<file path="src/rtl/voice_allocator.sv">
// voice_allocator: shares VOICES note voices among one note-on/off event stream.
// Define VOICE_ALLOC_STEAL_EN to steal the oldest held voice when all are busy.
module voice_allocator #(
    parameter int VOICES = 4,
    parameter int AGE_W  = 8
) (
    input  logic                  clk,
    input  logic                  reset,
    input  logic                  ev_valid,
    output logic                  ev_ready,
    input  logic                  ev_on,
    input  logic [3:0]            ev_note,
    input  logic [2:0]            ev_octave,
    output logic [VOICES-1:0]     voice_note_in,
    output logic [4*VOICES-1:0]   voice_note,
    output logic [3*VOICES-1:0]   voice_octave,
    output logic [VOICES-1:0]     voice_gate,
    output logic                  steal_pulse
);

    localparam int IDX_W = (VOICES > 1) ? $clog2(VOICES) : 1;
    localparam logic [AGE_W-1:0] AGE_MAX = '1;

    typedef enum logic [1:0] {
        S_IDLE,
        S_SCAN,
        S_ISSUE
    } state_t;

    state_t                state_q, state_d;
    logic                  ev_on_q, ev_on_d;
    logic [3:0]            ev_note_q, ev_note_d;
    logic [2:0]            ev_oct_q, ev_oct_d;
    logic [4*VOICES-1:0]   note_q, note_d;
    logic [3*VOICES-1:0]   oct_q, oct_d;
    logic [VOICES-1:0]     gate_q, gate_d;
    logic [VOICES-1:0]     pulse_q, pulse_d;
    logic                  steal_q, steal_d;
    logic [AGE_W-1:0]      age_q [VOICES];
    logic [AGE_W-1:0]      age_d [VOICES];

    logic                  hit_found;
    logic                  free_found;
    logic [IDX_W-1:0]      hit_idx;
    logic [IDX_W-1:0]      free_idx;
    logic                  load;
    logic                  is_steal;
    logic [IDX_W-1:0]      tgt;
`ifdef VOICE_ALLOC_STEAL_EN
    logic                  old_found;
    logic [IDX_W-1:0]      old_idx;
    logic [AGE_W-1:0]      old_age;
`endif

    // Pick the target voice from the latched event and current gates/ages.
    always_comb begin
        hit_found  = 1'b0;
        free_found = 1'b0;
        hit_idx    = '0;
        free_idx   = '0;
`ifdef VOICE_ALLOC_STEAL_EN
        old_found  = 1'b0;
        old_idx    = '0;
        old_age    = '0;
`endif
        for (int k = 0; k < VOICES; k++) begin
            if (!hit_found && gate_q[k] &&
                note_q[4*k +: 4] == ev_note_q &&
                oct_q[3*k +: 3] == ev_oct_q) begin
                hit_found = 1'b1;
                hit_idx   = IDX_W'(k);
            end
            if (!free_found && !gate_q[k]) begin
                free_found = 1'b1;
                free_idx   = IDX_W'(k);
            end
`ifdef VOICE_ALLOC_STEAL_EN
            if (gate_q[k] && (!old_found || age_q[k] > old_age)) begin
                old_found = 1'b1;
                old_idx   = IDX_W'(k);
                old_age   = age_q[k];
            end
`endif
        end
        load     = 1'b0;
        is_steal = 1'b0;
        tgt      = '0;
        if (hit_found) begin
            load = 1'b1;
            tgt  = hit_idx;
        end else if (free_found) begin
            load = 1'b1;
            tgt  = free_idx;
        end
`ifdef VOICE_ALLOC_STEAL_EN
        else begin
            load     = old_found;
            is_steal = old_found;
            tgt      = old_idx;
        end
`endif
    end

    // Sequencer and voice-state update; results become visible in ISSUE.
    always_comb begin
        state_d   = state_q;
        ev_on_d   = ev_on_q;
        ev_note_d = ev_note_q;
        ev_oct_d  = ev_oct_q;
        note_d    = note_q;
        oct_d     = oct_q;
        gate_d    = gate_q;
        age_d     = age_q;
        pulse_d   = '0;
        steal_d   = 1'b0;
        unique case (state_q)
            S_IDLE: begin
                if (ev_valid) begin
                    ev_on_d   = ev_on;
                    ev_note_d = ev_note;
                    ev_oct_d  = ev_octave;
                    state_d   = S_SCAN;
                end
            end
            S_SCAN: begin
                state_d = S_ISSUE;
                if (ev_on_q && load) begin
                    for (int k = 0; k < VOICES; k++) begin
                        if (IDX_W'(k) == tgt) begin
                            note_d[4*k +: 4] = ev_note_q;
                            oct_d[3*k +: 3]  = ev_oct_q;
                            gate_d[k]        = 1'b1;
                            age_d[k]         = '0;
                            pulse_d[k]       = 1'b1;
                        end else if (gate_q[k] && age_q[k] != AGE_MAX) begin
                            age_d[k] = age_q[k] + AGE_W'(1);
                        end
                    end
                    steal_d = is_steal;
                end else if (!ev_on_q && hit_found) begin
                    gate_d[hit_idx] = 1'b0;
                end
            end
            S_ISSUE: state_d = S_IDLE;
            default: state_d = S_IDLE;
        endcase
    end

    // State registers.
    always_ff @(posedge clk or negedge reset) begin
        if (!reset) begin
            state_q   <= S_IDLE;
            ev_on_q   <= 1'b0;
            ev_note_q <= '0;
            ev_oct_q  <= '0;
            note_q    <= '0;
            oct_q     <= '0;
            gate_q    <= '0;
            pulse_q   <= '0;
            steal_q   <= 1'b0;
            for (int k = 0; k < VOICES; k++) begin
                age_q[k] <= '0;
            end
        end else begin
            state_q   <= state_d;
            ev_on_q   <= ev_on_d;
            ev_note_q <= ev_note_d;
            ev_oct_q  <= ev_oct_d;
            note_q    <= note_d;
            oct_q     <= oct_d;
            gate_q    <= gate_d;
            pulse_q   <= pulse_d;
            steal_q   <= steal_d;
            age_q     <= age_d;
        end
    end

    assign ev_ready      = reset && (state_q == S_IDLE);
    assign voice_note_in = pulse_q;
    assign voice_note    = note_q;
    assign voice_octave  = oct_q;
    assign voice_gate    = gate_q;
    assign steal_pulse   = steal_q;

endmodule
</file>
<file path="config.mk">
export PLATFORM = sky130hd
export DESIGN_NAME = voice_allocator
export DESIGN_NICKNAME = d
export VERILOG_FILES = /design/src/rtl/voice_allocator.sv
export SDC_FILE = /design/constraint.sdc
export NUM_CORES = 1
export LEC_CHECK = 0
export ABC_AREA = 1
export CAP_MARGIN = 20
export CORE_MARGIN = 3
export CORE_UTILIZATION = 50
export CTS_CLUSTER_SIZE = 16
export DETAILED_ROUTE_END_ITERATION = 7
export PLACE_DENSITY = 0.77
export RECOVER_POWER = 25
export SYNTH_ARGS = -nofsm -noshare
export SYNTH_HDL_FRONTEND = slang
export SYNTH_SLANG_ARGS = --single-unit
</file>
<file path="constraint.sdc">
create_clock -name clk -period 2.04 [get_ports clk]
set_input_delay 0.204 -clock clk [delete_from_list [all_inputs] [get_ports clk]]
set_output_delay 0.204 -clock clk [all_outputs]
set_load 0.005 [all_outputs]
</file>
==> flow_metrics.py <==
metrics = {
    "grt": {
        "grt_pass1_vias": 2378,
        "antenna_found_initial": 0,
        "grt_overflow_total": 0,
        "grt_pass1_wl_um": 11400,
        "grt_max_degree": 47,
        "grt_usage_pct": 24.1,
    },
    "sta": {
        "finalCritPeriodShare_pct": 99.0,
        "fmax_mhz": 495,
        "hold_violations": 0,
        "fin_crit_ns": 2.02,
        "rsz0062_at_grt": "true",
        "setup-tns-final_ns": 0,
        "tightest_slew_ns": 1.13,
        "setup_slack_ns": 0.0204,
        "setup_viol": 0,
        "slew_violations": 0,
        "fin_hold_ws_ns": 0.252,
        "slew_headroom_pct": 24.5,
        "fin_worst_skew_ns": 0.00655,
    },
    "route": {
        "wl_met1_um": 3050,
        "drt_first_pass_iters": 5,
        "drt-total-wl_um": 7170,
        "viasPerCell": 5.12,
        "wire_per_inst_um": 14.7,
        "wl_met3_um": 362,
        "drc": 0,
        "first_iter_violations": 213,
        "dr_wl_met2_um": 3560,
        "routed.top_layer": "met4",
        "drtAntennaViolNets": 0,
        "vias": 2499,
    },
    "clock_tree": {
        "htreeDepth": 2,
        "cts_buffers": 5,
        "cts-root-buf": "clkbuf_8",
        "cts.sinks": 46,
        "clkSlewWorstSetupHoldPaths_ns": 0.08,
        "clkLatencyLatePin_ns": 0.30,
        "hold_buffers": 0,
        "cts_tree": "built",
        "cts_max_path_buffers": 2,
    },
    "finish": {
        "antenna_cells": 0,
        "final_nets": 431,
        "postLayoutCellArea_um2": 3630,
        "drive_gt1_share_pct": 24.0,
        "areaGrowthSynthToFinish_pct": 42.4,
    },
    "worst_setup_path": {
        "crit_fanout": 7,
        "path_class": "reg -> reg",
        "crit_required_ns": 2.23,
        "crit_top_cell": "nand2_1",
        "crit_arrival_ns": 2.20,
        "crit_chain": "inv_4 > nand2_2 > nand2_1 > nor2_1 > nand2_1 > nor2_4 > nor2_4 > buf_6 > nand4_4 > nand3_4 > clkinv_8 > buf_8 > nand3_1 > nand2_1",
        "r2r_setup_slack_ns": 0.02,
        "slowest_stage": "dfrtp_2",
        "cp_top_family": "simple AND/OR/NAND/NOR gates",
        "cp_num_buf_inv": 4,
        "critPathLaunchType": "register",
        "end_kind": "register",
        "critPathMaxStageDelay_ns": 0.49,
    },
    "floorplan": {
        "initial_core_util_pct": 52.9,
        "coreArea_um2": 4820,
        "io_pins": 49,
        "die_y_um": 77.4,
        "die_w_um": 77.4,
        "rows": 25,
        "die_area_um2": 5980,
    },
    "yosys": {
        "synth_fp_nets": 347,
        "synth_common_cells": "nand2_1 (149), dfrtp_1 (46), inv_1 (28), nand3_1 (20), nor2_1 (18)",
        "async_flop_share_pct": 100,
        "syn_inst": 336,
        "yosysSeqAreaShare_pct": 45.2,
        "synth.avg_cell_area_um2": 7.58,
        "synth_top_area_share_pct": 45.2,
        "synth_area_leaders": "dfrtp_1 (45%), nand2_1 (22%), inv_1 (4.1%), nand3_1 (3.9%), o21ai_0 (3.3%)",
        "yosys.cell_types.count": 34,
        "synth_area_um2": 2550,
        "synth_edf_count": 0,
        "ys_warn_count": 0,
        "post-synth-top-count-cell": "nand2_1",
        "yosys.area.top_type": "dfrtp_1",
        "synthFlopType": "dfrtp_1",
        "ys_ff_latch": 46,
    },
    "power": {
        "power-per-cell-area_nw_per_um2": 1450,
        "p_seq_share_pct": 32.1,
        "peakVddDrop_v": 0.000883,
        "pwr-share-comb_pct": 57.0,
        "switching_power_mw": 2.27,
        "p_leak_nw": 1.87,
        "swShare_pct": 43.3,
        "p_total_mw": 5.25,
        "p_int_mw": 2.98,
        "p_clk_share_pct": 10.9,
    },
    "min_path": {
        "hp-class": "in -> async",
    },
    "placement": {
        "port_buffers": 47,
        "place_area_um2": 3200,
        "gp_congestion": 0.909,
        "pre_cts_slack_ns": -0.131,
        "dpl.hpwl_um": 4710,
    },
    "status": {
        "status": "finished clean",
    },
    "flow_run": {
        "drv_cap": 0,
    },
}
[power groups by stage]
stage | Clock (mW) | Combinational (mW) | Sequential [mW]
floorplan | 0 | 1.47 | 1.55
global placement | 0 | 2.44 | 1.66
detailed placement | 0 | 2.49 | 1.66
CTS | 0.588 | 2.57 | 1.65
global route | 0.624 | 3.30 | 1.73
finish | 0.574 | 2.99 | 1.68
[worst paths after layout]
path                               startpoint              end  cells after the start
max in group asynchronous               reset      ev_oct_q[0]                      2
worst max register to register   ev_note_q[2]  voice_octave[9]                     14
worst min register to register  voice_note[8]    voice_note[8]                      2
min in group clk                        ev_on          ev_on_q                      3
worst max-delay path             ev_note_q[2]  voice_octave[9]                     14
worst min-delay path                    reset       state_q[0]                      2
[flip-flops by register name (all words and copies together), names as in the netlist]
signal         count
ev_note_q          4
ev_oct_q           3
voice_note        16
state_q            2
ev_on_q            1
voice_note_in      4
voice_gate         4
voice_octave      12
[per-layer routing]
layer | up-vias | track usage, %
met3 | 21 | 3.71
met1 | 1181 | 32.3
met4 | 0 | 9.25
met5 | - | 0
met2 | 89 | 39.3
li1 | 1208 | -
[area by class of cell]
cell class	instances	area [µm²]
Tap cell	67	83.8
Sequential cell	46	1160
Inverter	33	144
Clock buffer	7	86.3
Timing Repair Buffer	87	817
Multi-Input combinational cell	247	1330
Clock inverter	1	5.00
Fill cell	355	1190
[placed cells by master (no fill, tap or decap), drive strengths merged, types with 2 or more instances in the layout]
master	count
inv	32
nor2	26
or2	3
nand3	21
buf	39
a31oi	2
o21ai	17
dfrtp	46
xnor2	8
nand2	156
clkbuf	9
clkdlybuf4s50	46
clkinv	2
nand4	5
[stage by stage]
stage | utilization (%) | std cells
final | 75.3 | 488
after global routing | 75.3 | 488
after CTS | 69.0 | 472
after detailed placement | 66.3 | 461
after global placement | 66.3 | 461
after floorplan | - | 336
[worst register-to-register path, cell delays in order (launching register included)]
cell,delay [ns]
dfrtp_2,0.49
inv_4,0.13
nand2_2,0.05
nand2_1,0.05
nor2_1,0.05
nand2_1,0.10
nor2_4,0.06
nor2_4,0.21
buf_6,0.13
nand4_4,0.07
nand3_4,0.15
clkinv_8,0.11
buf_8,0.15
nand3_1,0.08
nand2_1,0.07
[repair_timing]
item	CTS	global route
gates resized for setup	6	55
pin swaps	3	19
buffers inserted	3	16
endpoints found under the setup margin	34	36
[kinds of logic after synthesis]
| kind of cell | after synthesis | synth area share (%) |
|---|---|---|
| AOI/OAI and AO/OA | 22 | 4.91 |
| DFF | 46 | 45.2 |
| other | 1 | 0.147 |
| buffers and inverters | 43 | 7.71 |
| and+or+nand+nor | 216 | 39.3 |
| xor gates and xnor gates | 8 | 2.75 |
(Power assumes the default switching activity.)
